$ cat src/rtl/rv32_pkg.sv
// Shared RV32 pipeline types: ULA opcodes, forwarding selects, ID/EX bundle.
// XLEN/RW are the datapath and register-index widths.
package rv32_pkg;

    localparam int XLEN = 32;
    localparam int RW   = 5;

    localparam logic [3:0] ULA_ADD  = 4'b0000;
    localparam logic [3:0] ULA_SUB  = 4'b0001;
    localparam logic [3:0] ULA_XOR  = 4'b0010;
    localparam logic [3:0] ULA_OR   = 4'b0011;
    localparam logic [3:0] ULA_AND  = 4'b0100;
    localparam logic [3:0] ULA_SLL  = 4'b0101;
    localparam logic [3:0] ULA_SRL  = 4'b0110;
    localparam logic [3:0] ULA_SRA  = 4'b0111;
    localparam logic [3:0] ULA_SLT  = 4'b1000;
    localparam logic [3:0] ULA_SLTU = 4'b1001;

    typedef enum logic [1:0] {
        FWD_REG,
        FWD_MEM,
        FWD_WB
    } fwd_sel_t;

    typedef struct packed {
        logic            valid;
        logic [XLEN-1:0] pc;
        logic [XLEN-1:0] rs1_data;
        logic [XLEN-1:0] rs2_data;
        logic [XLEN-1:0] imm;
        logic [RW-1:0]   rs1;
        logic [RW-1:0]   rs2;
        logic [RW-1:0]   rd;
        logic [3:0]      ula_op;
        logic            src_a_pc;
        logic            src_b_imm;
        logic            reg_write;
        logic            mem_read;
        logic            mem_write;
    } id_ex_t;

endpackage

$ cat src/rtl/ex_fwd_mux.sv
// Operand forwarding select for one source register (MEM beats WB, x0 never).
// Network present only when EX_FWD_EN is defined; otherwise passes reg data.
module ex_fwd_mux
    import rv32_pkg::*;
(
    input  logic [RW-1:0]   rs_i,
    input  logic [XLEN-1:0] reg_data_i,
    input  logic [RW-1:0]   mem_rd_i,
    input  logic            mem_reg_write_i,
    input  logic [XLEN-1:0] mem_result_i,
    input  logic [RW-1:0]   wb_rd_i,
    input  logic            wb_reg_write_i,
    input  logic [XLEN-1:0] wb_result_i,
    output logic [XLEN-1:0] data_o
);

    fwd_sel_t sel;

`ifdef EX_FWD_EN
    // pick the youngest in-flight producer of rs
    always_comb begin
        sel = FWD_REG;
        if (mem_reg_write_i && (mem_rd_i != '0) && (mem_rd_i == rs_i))
            sel = FWD_MEM;
        else if (wb_reg_write_i && (wb_rd_i != '0) && (wb_rd_i == rs_i))
            sel = FWD_WB;
    end
`else
    logic unused_fwd;
    assign sel = FWD_REG;
    assign unused_fwd = ^{rs_i, mem_rd_i, mem_reg_write_i, mem_result_i,
                          wb_rd_i, wb_reg_write_i, wb_result_i};
`endif

    // route the selected source onto the operand
    always_comb begin
        data_o = reg_data_i;
        unique case (sel)
            FWD_MEM: data_o = mem_result_i;
            FWD_WB:  data_o = wb_result_i;
            default: data_o = reg_data_i;
        endcase
    end

endmodule

$ cat src/rtl/id_ex_stage.sv
// ID/EX pipeline register with operand select and hazard detection.
// EX_FWD_EN: forwarding + load-use bubble; undefined: full RAW stall.
module id_ex_stage
    import rv32_pkg::*;
(
    input  logic            clk,
    input  logic            rst_n,
    input  logic            stall,
    input  logic            flush,
    input  logic            id_valid,
    input  logic [XLEN-1:0] id_pc,
    input  logic [XLEN-1:0] id_rs1_data,
    input  logic [XLEN-1:0] id_rs2_data,
    input  logic [XLEN-1:0] id_imm,
    input  logic [RW-1:0]   id_rs1,
    input  logic [RW-1:0]   id_rs2,
    input  logic [RW-1:0]   id_rd,
    input  logic [3:0]      id_ula_op,
    input  logic            id_src_a_pc,
    input  logic            id_src_b_imm,
    input  logic            id_reg_write,
    input  logic            id_mem_read,
    input  logic            id_mem_write,
    input  logic [RW-1:0]   mem_rd,
    input  logic [RW-1:0]   wb_rd,
    input  logic            mem_reg_write,
    input  logic            wb_reg_write,
    input  logic [XLEN-1:0] mem_result,
    input  logic [XLEN-1:0] wb_result,
    output logic [XLEN-1:0] ex_A,
    output logic [XLEN-1:0] ex_B,
    output logic [XLEN-1:0] ex_store_data,
    output logic [3:0]      ex_ula_op,
    output logic [RW-1:0]   ex_rd,
    output logic [XLEN-1:0] ex_pc,
    output logic            ex_reg_write,
    output logic            ex_mem_read,
    output logic            ex_mem_write,
    output logic            ex_valid,
    output logic            load_use_stall
);

    id_ex_t          ex_q, ex_d, id_in;
    logic [XLEN-1:0] fwd_rs1, fwd_rs2;

    // gather the decode slot into one bundle
    always_comb begin
        id_in           = '0;
        id_in.valid     = id_valid;
        id_in.pc        = id_pc;
        id_in.rs1_data  = id_rs1_data;
        id_in.rs2_data  = id_rs2_data;
        id_in.imm       = id_imm;
        id_in.rs1       = id_rs1;
        id_in.rs2       = id_rs2;
        id_in.rd        = id_rd;
        id_in.ula_op    = id_ula_op;
        id_in.src_a_pc  = id_src_a_pc;
        id_in.src_b_imm = id_src_b_imm;
        id_in.reg_write = id_reg_write;
        id_in.mem_read  = id_mem_read;
        id_in.mem_write = id_mem_write;
    end

`ifdef EX_FWD_EN
    assign load_use_stall = ex_q.valid & ex_q.mem_read & (ex_q.rd != '0)
                          & id_valid
                          & ((ex_q.rd == id_rs1) | (ex_q.rd == id_rs2));
`else
    logic ex_hit, mem_hit;
    assign ex_hit  = ex_q.valid & ex_q.reg_write & (ex_q.rd != '0)
                   & ((ex_q.rd == id_rs1) | (ex_q.rd == id_rs2));
    assign mem_hit = mem_reg_write & (mem_rd != '0)
                   & ((mem_rd == id_rs1) | (mem_rd == id_rs2));
    assign load_use_stall = ex_hit | mem_hit;
`endif

    // flush beats stall beats hazard bubble beats normal capture
    always_comb begin
        ex_d = id_in;
        priority case (1'b1)
            flush:          ex_d = '0;
            stall:          ex_d = ex_q;
            load_use_stall: ex_d = '0;
            default:        ex_d = id_in;
        endcase
    end

    // ID/EX register
    always_ff @(posedge clk) begin
        if (!rst_n) ex_q <= '0;
        else        ex_q <= ex_d;
    end

    ex_fwd_mux u_fwd_rs1 (
        .rs_i            (ex_q.rs1),
        .reg_data_i      (ex_q.rs1_data),
        .mem_rd_i        (mem_rd),
        .mem_reg_write_i (mem_reg_write),
        .mem_result_i    (mem_result),
        .wb_rd_i         (wb_rd),
        .wb_reg_write_i  (wb_reg_write),
        .wb_result_i     (wb_result),
        .data_o          (fwd_rs1)
    );

    ex_fwd_mux u_fwd_rs2 (
        .rs_i            (ex_q.rs2),
        .reg_data_i      (ex_q.rs2_data),
        .mem_rd_i        (mem_rd),
        .mem_reg_write_i (mem_reg_write),
        .mem_result_i    (mem_result),
        .wb_rd_i         (wb_rd),
        .wb_reg_write_i  (wb_reg_write),
        .wb_result_i     (wb_result),
        .data_o          (fwd_rs2)
    );

    assign ex_A          = ex_q.src_a_pc  ? ex_q.pc  : fwd_rs1;
    assign ex_B          = ex_q.src_b_imm ? ex_q.imm : fwd_rs2;
    assign ex_store_data = fwd_rs2;
    assign ex_ula_op     = ex_q.ula_op;
    assign ex_rd         = ex_q.rd;
    assign ex_pc         = ex_q.pc;
    assign ex_valid      = ex_q.valid;
    assign ex_reg_write  = ex_q.valid & ex_q.reg_write;
    assign ex_mem_read   = ex_q.valid & ex_q.mem_read;
    assign ex_mem_write  = ex_q.valid & ex_q.mem_write;

endmodule

$ cat config.mk
export PLATFORM = sky130hd
export DESIGN_NAME = id_ex_stage
export DESIGN_NICKNAME = d
export VERILOG_FILES = /design/src/rtl/rv32_pkg.sv /design/src/rtl/ex_fwd_mux.sv /design/src/rtl/id_ex_stage.sv
export SDC_FILE = /design/constraint.sdc
export NUM_CORES = 1
export LEC_CHECK = 0
export BUFFER_PORTS_ARGS = -buffer_cell sky130_fd_sc_hd__clkbuf_2
export CORE_AREA = 3 3 145 147
export CTS_CLUSTER_DIAMETER = 100
export DETAILED_ROUTE_END_ITERATION = 12
export DIE_AREA = 0 0 148 150
export HOLD_SLACK_MARGIN = 0.15
export SLEW_MARGIN = 20
export SYNTH_ARGS = -nofsm -noshare
export SYNTH_HDL_FRONTEND = slang
export SYNTH_SLANG_ARGS = --single-unit
export TNS_END_PERCENT = 20
$ cat constraint.sdc
create_clock -name clk -period 6.6 [get_ports clk]
set_clock_uncertainty 0.1 [all_clocks]
set_input_delay 1.32 -clock clk [delete_from_list [all_inputs] [get_ports clk]]
set_output_delay 1.32 -clock clk [all_outputs]
set_load 0.005 [all_outputs]
==> flow_metrics.tcl <==
set metrics [dict create \
    p_int_mw 1.531 \
    hold_path_depth 1 \
    critPathBufInv 2 \
    rr_startpoint "ex_rd[0]$_SDFFE_PP0N_" \
    fin_hold_ws_ns 0.3674 \
    yosys_warnings 0 \
    hold_violations 0 \
    synth_top_area_cell "dfxtp_1" \
    finalWirelength_um 15770 \
    die_h_um 150 \
    report.power.total_mw 2.017 \
    rrSetupSlack_ns 4.32 \
    numPortBuffers 304 \
    timing.critical_path.cells "clkbuf_2 -> or4_1 -> o21a_1 -> a22o_1 -> clkbuf_2" \
    period_share 0.5943 \
    dr.pass1.iters 4 \
    grt_max_degree 84 \
    antenna_found_initial 0 \
    die-area_mm2 0.02220 \
    switchingPower_mw 0.4859 \
    timing.setup.tns_ns 0 \
    p_comb_frac 0.088 \
    avgSynthCellArea_um2 11.63 \
    h-tree-depth 4 \
    place_ws_ns 2.675 \
    worstHoldEndpoint "ex_q[1]$_SDFFE_PP0N_" \
    reg2reg_to "ex_pc[8]$_SDFFE_PP0N_" \
    n_antenna_cell 0 \
    place_hpwl_um 11260 \
    synth_top_area_share 0.4866 \
    status "finished, final reports clean" \
    period_minus_slack_ns 3.922 \
    clkLatencyLatePin_ns 0.40 \
    path_common_cell "clkbuf_2" \
    cts_buffer_depth 2 \
    final_nets 955 \
    start_kind "input port" \
    power_frac_clock 0.458 \
    ios 375 \
    drv_slew 0 \
    grt_remaining_overflow 0 \
    maxCapViolCount 0 \
    worstSetupEndpointType "primary output" \
    placed_cells 973 \
    setup_ws_ns 2.678 \
    crit_family "simple AND/OR/NAND/NOR gates" \
    die_w_um 148 \
    crit_required_ns 5.18 \
    synthFlopType "dfxtp_1" \
    rows 52 \
    initial_core_util 0.2936 \
    via_count 4580 \
    setup_viol 0 \
    drt-initial-drc-count 191 \
    cp_slowest_cell "or4_1" \
    grt_pass1_vias 4583 \
    synth_seq_cells 143 \
    crit_fanout 3 \
    synth-seq-area-share 0.4866 \
    routedWlPerCell_um 15.69 \
    routed_via_density 4.557 \
    root_buffer "clkbuf_16" \
    clock_sinks 143 \
    rr_worst_depth 6 \
    critPathKind "in2out" \
    grt_usage 0.1355 \
    finalNonFillerCells 1005 \
    hold_buffers 0 \
    synthMostInstantiatedCell "a22o_1" \
    ctsResizeCount 0 \
    grt_pass1_wl_um 24120 \
    cpPeakStageDelay_ns 0.53 \
    core_mm2 0.02004 \
    async_reset_ff_frac 0 \
    hp-start "ex_q[1]$_SDFFE_PP0N_" \
    slew_headroom 0.3767 \
    drcViolationCount 0 \
    synth_edf_count 0 \
    gp_congestion 0.7471 \
    drive_gt1_frac 0.5524 \
    syn_to_final_growth_pct 29.73 \
    syn_inst 506 \
    yosysUniqueCellTypes 20 \
    ant_nets 0 \
    rsz0062_at_grt "no" \
    netSwitchingFraction 0.2409 \
    synth.top_cells.by_area "dfxtp_1 (49%), a22o_1 (21%), mux2_2 (12%), buf_4 (10%), xnor2_1 (3.0%)" \
    syn_area_mm2 0.005883 \
    seqPwrFrac 0.453 \
    numCtsBuffers 17 \
    cts_tree "yes" \
    worst_ep_arrival_time_ns 2.50 \
    max_freq_mhz 255.0 \
    power_density_mw_per_mm2 264.3 \
    critPathLaunch "mem_rd[1]" \
    postCtsSetupRepairBufs 0 \
    tightest_slew_ns 0.9350 \
    leakage_nw 3.660 \
    clkTransAtPathRegs_ns 0.06 \
    peakVddDrop_mv 0.1402 \
    hold_class "reg2reg" \
    synthTopCellsByCount "a22o_1 (144), dfxtp_1 (143), buf_4 (81), mux2_2 (64), clkbuf_1 (24)" \
    postSynthNetCount 739 \
]
-- how the worst max path moves through the flow --
stage / to / cells past startpoint
2_1_floorplan: load_use_stall / 3
3_3_place_gp: load_use_stall / 5
3_5_place_dp: load_use_stall / 5
4_1_cts: load_use_stall / 5
5_1_grt: load_use_stall / 5
6_report: load_use_stall / 5
-- per-stage QoR --
stage	utilization	instance area, µm²
4_1_cts	0.3809	7632
3_3_place_gp	0.3523	7061
5_1_grt	0.3809	7632
2_1_floorplan	-	5883
3_5_place_dp	0.3523	7061
6_report	0.3809	7632
-- flip-flops by register name, indices dropped and copies added, names as in the netlist --
name / count
ex_valid: 1
ex_pc: 32
ex_ula_op: 4
ex_q: 101
ex_rd: 5
-- layout make-up --
| cell class | instances | area (µm²) |
|---|---|---|
| clock buffers | 19 | 442.9 |
| clock inverters | 13 | 128.9 |
| fillers | 2024 | 12410 |
| inverters | 1 | 3.754 |
| multi-input cells | 250 | 2297 |
| flip-flops and latches | 143 | 2863 |
| well taps | 270 | 337.8 |
| repair buffers | 309 | 1559 |
-- layout by cell type, fill, tap and decap left out --
cell type / instances
o21a_1: 1
nor2b_1: 1
clkbuf_8: 1
clkinvlp_4: 2
mux2_2: 64
a21oi_1: 1
nand2b_1: 1
a221oi_4: 1
clkinv_4: 5
nand2_1: 5
nand3_1: 4
inv_1: 1
bufinv_16: 1
and2_4: 1
nor3_1: 1
a22o_1: 144
xnor2_1: 20
clkbuf_1: 1
inv_6: 4
and2_1: 2
buf_4: 5
or4_1: 1
dfxtp_1: 143
clkinv_2: 1
nor2_1: 1
clkbuf_2: 304
clkbuf_16: 17
o22ai_1: 2
-- layer usage --
layer  track usage  part of all wire
met1        0.1554              0.42
met2        0.2329              0.49
met3       0.05572             0.083
met4       0.03834             0.015
met5             0                 0
-- power groups by stage --
stage	Combinational [mW]	Sequential [mW]	Clock, mW
finish	0.178	0.914	0.925
detailed placement	0.180	0.933	0
global route	0.196	0.918	1.00
CTS	0.181	0.914	0.954
floorplan	0.109	0.926	0
global placement	0.179	0.933	0
-- logic make-up after synthesis --
kind of cell           synth area share
AO/OA/AOI/OAI                    0.2212
flip-flops                       0.4866
buffers and inverters            0.1253
multiplexers                     0.1225
XOR/XNOR                        0.02977
AND/OR/NAND/NOR                 0.01468
Note: power is estimated with default switching activity, not from simulation.
